==> src/rtl/fifo_uart_pkg.sv <==
// Shared definitions for the FIFO-fed UART transmitter: state encoding and
// line/frame constants.
package fifo_uart_pkg;

  localparam int   DATA_BITS = 8;
  localparam logic LINE_IDLE = 1'b1;

  typedef enum logic [2:0] {
    IDLE,
    FETCH,
    LOAD,
    START,
    DATA,
    STOP
  } state_t;

endpackage

==> src/rtl/uart_baud_cnt.sv <==
// Bit-period counter: counts 0..CLKS_PER_BIT-1, wraps, and can be cleared.
// tick_o marks the last clock of a bit period.
module uart_baud_cnt #(
  parameter int CLKS_PER_BIT = 16
) (
  input  logic clk,
  input  logic rst,
  input  logic clr_i,
  output logic tick_o
);

  localparam int            CW   = $clog2(CLKS_PER_BIT);
  localparam logic [CW-1:0] TERM = CW'(CLKS_PER_BIT - 1);

  logic [CW-1:0] cnt_q;
  logic [CW-1:0] cnt_d;

  always_comb begin
    cnt_d = cnt_q + CW'(1);
    if (clr_i || (cnt_q == TERM)) begin
      cnt_d = '0;
    end
  end

  always_ff @(posedge clk or posedge rst) begin
    if (rst) begin
      cnt_q <= '0;
    end else begin
      cnt_q <= cnt_d;
    end
  end

  assign tick_o = (cnt_q == TERM);

endmodule

==> src/rtl/fifo_uart_tx.sv <==
// 8N1 UART transmitter that pops bytes from an upstream synchronous FIFO
// (one-cycle read latency) and serialises them LSB first.
//
//   state | meaning
//   IDLE  | line high, waiting for a non-empty FIFO
//   FETCH | one-cycle FIFO pop request
//   LOAD  | capture FIFO read data into the shift register
//   START | start bit (line low), one bit period
//   DATA  | eight data bits, LSB first, one bit period each
//   STOP  | stop bit (line high); done pulses on its last cycle
module fifo_uart_tx
  import fifo_uart_pkg::*;
#(
  parameter int CLKS_PER_BIT = 16
) (
  input  logic       clk,
  input  logic       rst,
  input  logic       fifo_empty_i,
  input  logic [7:0] fifo_data_i,
  output logic       fifo_rd_en_o,
  output logic       tx_o,
  output logic       busy_o,
  output logic       done_o
);

  localparam int            IW       = $clog2(DATA_BITS);
  localparam logic [IW-1:0] LAST_BIT = IW'(DATA_BITS - 1);

  state_t                 state_q;
  state_t                 state_d;
  logic [DATA_BITS-1:0]   shift_q;
  logic [DATA_BITS-1:0]   shift_d;
  logic [IW-1:0]          bit_idx_q;
  logic [IW-1:0]          bit_idx_d;
  logic                   tx_q;
  logic                   tx_d;
  logic                   baud_tick;
  logic                   baud_clr;

  always_comb begin
    state_d   = state_q;
    shift_d   = shift_q;
    bit_idx_d = bit_idx_q;
    case (state_q)
      IDLE:  if (!fifo_empty_i) state_d = FETCH;
      FETCH: state_d = LOAD;
      LOAD: begin
        shift_d = fifo_data_i;
        state_d = START;
      end
      START: if (baud_tick) state_d = DATA;
      DATA: begin
        if (baud_tick) begin
          shift_d   = shift_q >> 1;
          bit_idx_d = bit_idx_q + IW'(1);
          if (bit_idx_q == LAST_BIT) state_d = STOP;
        end
      end
      STOP:  if (baud_tick) state_d = IDLE;
      default: state_d = IDLE;
    endcase
  end

  // Line level is registered from the next state so tx_o never glitches.
  always_comb begin
    case (state_d)
      START:   tx_d = 1'b0;
      DATA:    tx_d = shift_d[0];
      default: tx_d = LINE_IDLE;
    endcase
  end

  always_ff @(posedge clk or posedge rst) begin
    if (rst) begin
      state_q   <= IDLE;
      shift_q   <= '0;
      bit_idx_q <= '0;
      tx_q      <= LINE_IDLE;
    end else begin
      state_q   <= state_d;
      shift_q   <= shift_d;
      bit_idx_q <= bit_idx_d;
      tx_q      <= tx_d;
    end
  end

  assign baud_clr = (state_d != state_q);

  uart_baud_cnt #(
    .CLKS_PER_BIT(CLKS_PER_BIT)
  ) u_baud_cnt (
    .clk   (clk),
    .rst   (rst),
    .clr_i (baud_clr),
    .tick_o(baud_tick)
  );

  assign fifo_rd_en_o = (state_q == FETCH);
  assign busy_o       = (state_q != IDLE);
  assign done_o       = (state_q == STOP) && baud_tick;
  assign tx_o         = tx_q;

endmodule

==> config.mk <==
export PLATFORM = sky130hd
export DESIGN_NAME = fifo_uart_tx
export DESIGN_NICKNAME = d
export VERILOG_FILES = /design/src/rtl/fifo_uart_pkg.sv /design/src/rtl/uart_baud_cnt.sv /design/src/rtl/fifo_uart_tx.sv
export SDC_FILE = /design/constraint.sdc
export NUM_CORES = 1
export LEC_CHECK = 0
export CAP_MARGIN = 20
export CORE_MARGIN = 2
export CORE_UTILIZATION = 30
export CTS_CLUSTER_DIAMETER = 50
export DETAILED_ROUTE_END_ITERATION = 10
export GPL_TIMING_DRIVEN = 1
export PLACE_DENSITY_LB_ADDON = 0.25
export RECOVER_POWER = 100
export SLEW_MARGIN = 25
export SYNTH_ARGS = -nofsm -noshare
export SYNTH_HDL_FRONTEND = slang
export SYNTH_SLANG_ARGS = --single-unit
==> constraint.sdc <==
create_clock -name clk -period 2.1 [get_ports clk]
set_clock_uncertainty 0.15 [all_clocks]
set_input_delay 0.525 -clock clk [delete_from_list [all_inputs] [get_ports clk]]
set_output_delay 0.525 -clock clk [all_outputs]
set_load 0.05 [all_outputs]
==> results.md <==
* Total track usage at 12.6%
* Endpoint of the worst-slack reg-to-reg timing path: bit_idx_q[1]$_DFFE_PP0P_
* Switching Power at 142 uW
* Cell with the biggest individual delay on the critical path: sky130_fd_sc_hd__dfrtp_1
* Port buffer count at 14
* Worst Hold Depth at 1
* Run status: finished clean
* Worst Tran Pin Value at ~570 ps
* Static Leakage at 0.000558 uW
* Combinational fraction of design power at approximately 7.3%
* Worst-case clock buffer depth at 2
* TritonCTS sink count at 19
* Final worst path period need at between 2000 and 2500 ps
* Global-route wire length before repair at around 3400 um
* Min-Delay Path Class: flip-flop to flip-flop
* Synth top area share at ~46%
* Library cells used by synthesis at 35
* Maximum single-stage delay on the critical path at 420 ps
* Critical path type: flip-flop to output port
* Placed instance area at ~1200 um2
* Area added between synthesis and finish at 32.9%
* Num rows at 20
* Final worst-path setup slack at 47.5 ps
* Relative contribution of the clock network to total power at about 31%
* Share of final-layout standard cells stronger than drive strength 1 at 28.7%
* Post-route total power at 613 uW
* Worst-path maximum fanout at 3
* Combined flip-flop and latch cell area at around 480 um2
* Leading cell types by total area after synthesis: sky130_fd_sc_hd__dfrtp_1 46%, sky130_fd_sc_hd__a221o_1 6.1%, sky130_fd_sc_hd__and3_1 4.4%
* Most common cell in the synthesized netlist: sky130_fd_sc_hd__dfrtp_1
* Final slew viol count at 0
* Fmax achieved at between 400 and 500 MHz
* Termination of the worst setup path: done_o
* Flop pwr share at between 60 and 70%
* Post-synth net total at 100
* Total of fill cells in the finished design at between 300 and 400
* Vertical die dimension at 61.3 um
* Worst Reg2Reg Path Length in Cells at 4
* Max-Slew Margin vs Limit at between 60% and 70%
* Antenna viol nets, final at 0
* Warnings from Yosys at 0
* Number of global-route vias before repair at about 720
* Reported max-cap violation count at 0
* Cell type with the highest aggregate area in the netlist: sky130_fd_sc_hd__dfrtp_1
* Number of synthesized flops with an enable pin at 0
* Clock buffers created by TritonCTS at 3
* Final weighted congestion of routability-driven global placement at approximately 0.75
* Pre-Repair DR Iteration Count at 4
* Req. time, crit path at about 1400 ps
* Most frequent cells after synthesis: 18 x sky130_fd_sc_hd__dfrtp_1, 7 x sky130_fd_sc_hd__and3_1, 6 x sky130_fd_sc_hd__a221o_1
* Clock tree from TritonCTS: built
* Root Driver: sky130_fd_sc_hd__clkbuf_4
* Initial antenna violation count at 0
* I/O pin count at 15
* FFs w/ async S/R, synth at 100%
* Setup repair after global routing missed its margin: yes
* Pwr Density at approximately 470 nW/um2
* Post-CTS clock slew at the launch and capture registers of the worst setup and hold paths at roughly 100 ps
* CP startpoint: u_baud_cnt.cnt_q[1]$_DFF_PP0_
* Most used flip-flop cell after synthesis: sky130_fd_sc_hd__dfrtp_1
* X dimension of the die at approximately 61 um
* Reg2reg start: u_baud_cnt.cnt_q[1]$_DFF_PP0_
* Hpwl dp at ~1500 um
* Worst-Skew Late Latency at approximately 310 ps
* DRC violations left at 0
* Average via count per standard cell at 4.88
* Cells after synthesis at 86
* Hold Fails Final Rpt at 0
* Final Cycle Share at 97.7%
* Number of H-tree levels at 1
* Worst setup EP type: output port
* Switching share of power at 23.1%
* Area taken by multi-input logic gates at slightly above 500 um2
* Hold Buf Count CTS at 0
* Sequential element share of the synthesized area at between 40% and 50%
* Number of setup violations in the final report at 0
* Pin count of the biggest net entering global routing at 16
* Area of all placed cells without fillers at ~1300 um2
* Vias at 741
* Wirelength per Cell at 14.0 um
* Final Net Count at around 120
* Ordered cell list for the critical path: ha_4, and3_4, nand2_4, nor2_4, buf_12
* Post-synthesis instance area at about 1000 um2
* Number of antenna diodes at 0
* Core Box Area at roughly 3100 um2
* Avg Cell Area, Syn at roughly 11 um2
* Reg2Reg Setup Slack at between 300 and 400 ps
* Effective utilization at floorplan at 32.0%
* Drt total wl at 2130 um
* Critical path arrival at approximately 1400 ps
* Flip-flop and latch count after synthesis at 19
* CP startpoint kind: flip-flop
* Total die area at around 3800 um2
* Minimum setup slack after placement at ~260 ps
* Highest ir drop seen on vdd at roughly 0.22 mV
* Grt ovf at 0
* Starting DRT DRC Count at 29
* Internal power at between 400 and 500 uW
==> worst min path at each step <==
stage | startpoint | to | slack (ps)
finish | bit_idx_q[0]$_DFFE_PP0P_ | bit_idx_q[0]$_DFFE_PP0P_ | 340
global route | bit_idx_q[0]$_DFFE_PP0P_ | bit_idx_q[0]$_DFFE_PP0P_ | 370
CTS | rst | shift_q[5]$_DFFE_PP0P_ | 330
detailed placement | bit_idx_q[0]$_DFFE_PP0P_ | bit_idx_q[0]$_DFFE_PP0P_ | 320
global placement | u_baud_cnt.cnt_q[0]$_DFF_PP0_ | u_baud_cnt.cnt_q[0]$_DFF_PP0_ | 300
floorplan | u_baud_cnt.cnt_q[0]$_DFF_PP0_ | u_baud_cnt.cnt_q[0]$_DFF_PP0_ | 290
==> state kept, by name, summed over array words and instances, names as in the netlist <==
name              count
u_baud_cnt.cnt_q      4
bit_idx_q             3
state_q               3
tx_o                  1
shift_q               8
==> worst max-delay path: cells and delay by family, from the launching register on <==
| family | cells | cell delay (ps) |
|---|---|---|
| DFF | 1 | 420 |
| and+or+nand+nor | 3 | 350 |
| adders and majority gates | 1 | 160 |
| buffers and inverters | 1 | 140 |
==> kinds of logic after synthesis <==
logic type / Yosys count / synth area share, %
multiplexers: 4 / 4.31
XOR/XNOR: 3 / 2.67
AND/OR/NAND/NOR: 26 / 18.7
AO/OA/AOI/OAI: 23 / 17.8
adder cells (fa/ha/maj): 3 / 3.81
buffers and inverters: 8 / 4.44
flip-flops: 19 / 48.4
==> power groups by stage <==
stage          Clock (uW)  Sequential [uW]  Combinational, uW
6_report              190              378               44.7
5_1_grt               218              380               49.1
4_1_cts               199              378               47.5
3_5_place_dp            0              385               47.0
3_3_place_gp            0              385               46.5
2_1_floorplan           0              388               17.5
==> final cells by class <==
cell class                 instances  area share [%]
multi-input combinational         59            38.9
sequential                        19            36.4
timing repair buffer              24            17.9
tap                               44            4.20
clock buffer                       3            1.72
inverter                           2           0.573
clock inverter                     1           0.382
==> per-layer routing <==
| layer | vias up | share of wire, % | track usage [%] |
|---|---|---|---|
| met2 | 15 | 48 | 20.2 |
| met5 | - | 0 | 0 |
| met4 | 0 | 0.61 | 3.42 |
| met1 | 358 | 46 | 15.6 |
| li1 | 366 | - | - |
| met3 | 2 | 5.5 | 5.25 |
==> stage by stage <==
step / instances / TNS [ps] / utilization, % / hold WS (ps)
final: 152 / 0 / 42.6 / 336
after global routing: 152 / -9.38 / 42.6 / 366
after detailed placement: 145 / 0 / 40.0 / 317
after global placement: 145 / 0 / 40.0 / 304
after CTS: 150 / 0 / 41.8 / 330
after floorplan: 86 / 0 / - / 289
==> timing repair <==
item / 4_1_cts / 5_1_grt
pin swaps: 0 / 2
cloned: 0 / 0
setup endpoints to repair: 1 / 2
resized for setup: 4 / 3
buffers inserted: 1 / 2
==> cells in the final DEF, fill, tap and decap left out, types with 2 or more instances in the layout <==
master,n
sky130_fd_sc_hd__o21ai_0,3
sky130_fd_sc_hd__dlygate4sd3_1,2
sky130_fd_sc_hd__buf_6,2
sky130_fd_sc_hd__buf_4,9
sky130_fd_sc_hd__xor2_1,2
sky130_fd_sc_hd__clkdlybuf4s50_1,8
sky130_fd_sc_hd__dfrtp_1,18
sky130_fd_sc_hd__clkbuf_4,3
sky130_fd_sc_hd__inv_1,2
sky130_fd_sc_hd__nor3b_4,3
sky130_fd_sc_hd__mux2i_1,2
sky130_fd_sc_hd__and3_1,6
sky130_fd_sc_hd__nor2b_1,2
sky130_fd_sc_hd__o21bai_1,2
sky130_fd_sc_hd__mux2_2,2
sky130_fd_sc_hd__o211ai_1,2
sky130_fd_sc_hd__a211oi_1,3
sky130_fd_sc_hd__a31oi_1,3
sky130_fd_sc_hd__nand3_1,3
sky130_fd_sc_hd__ha_1,2
sky130_fd_sc_hd__a221o_1,6
sky130_fd_sc_hd__nand2_1,3
sky130_fd_sc_hd__buf_12,2
Power figures use the tool's default switching activity.
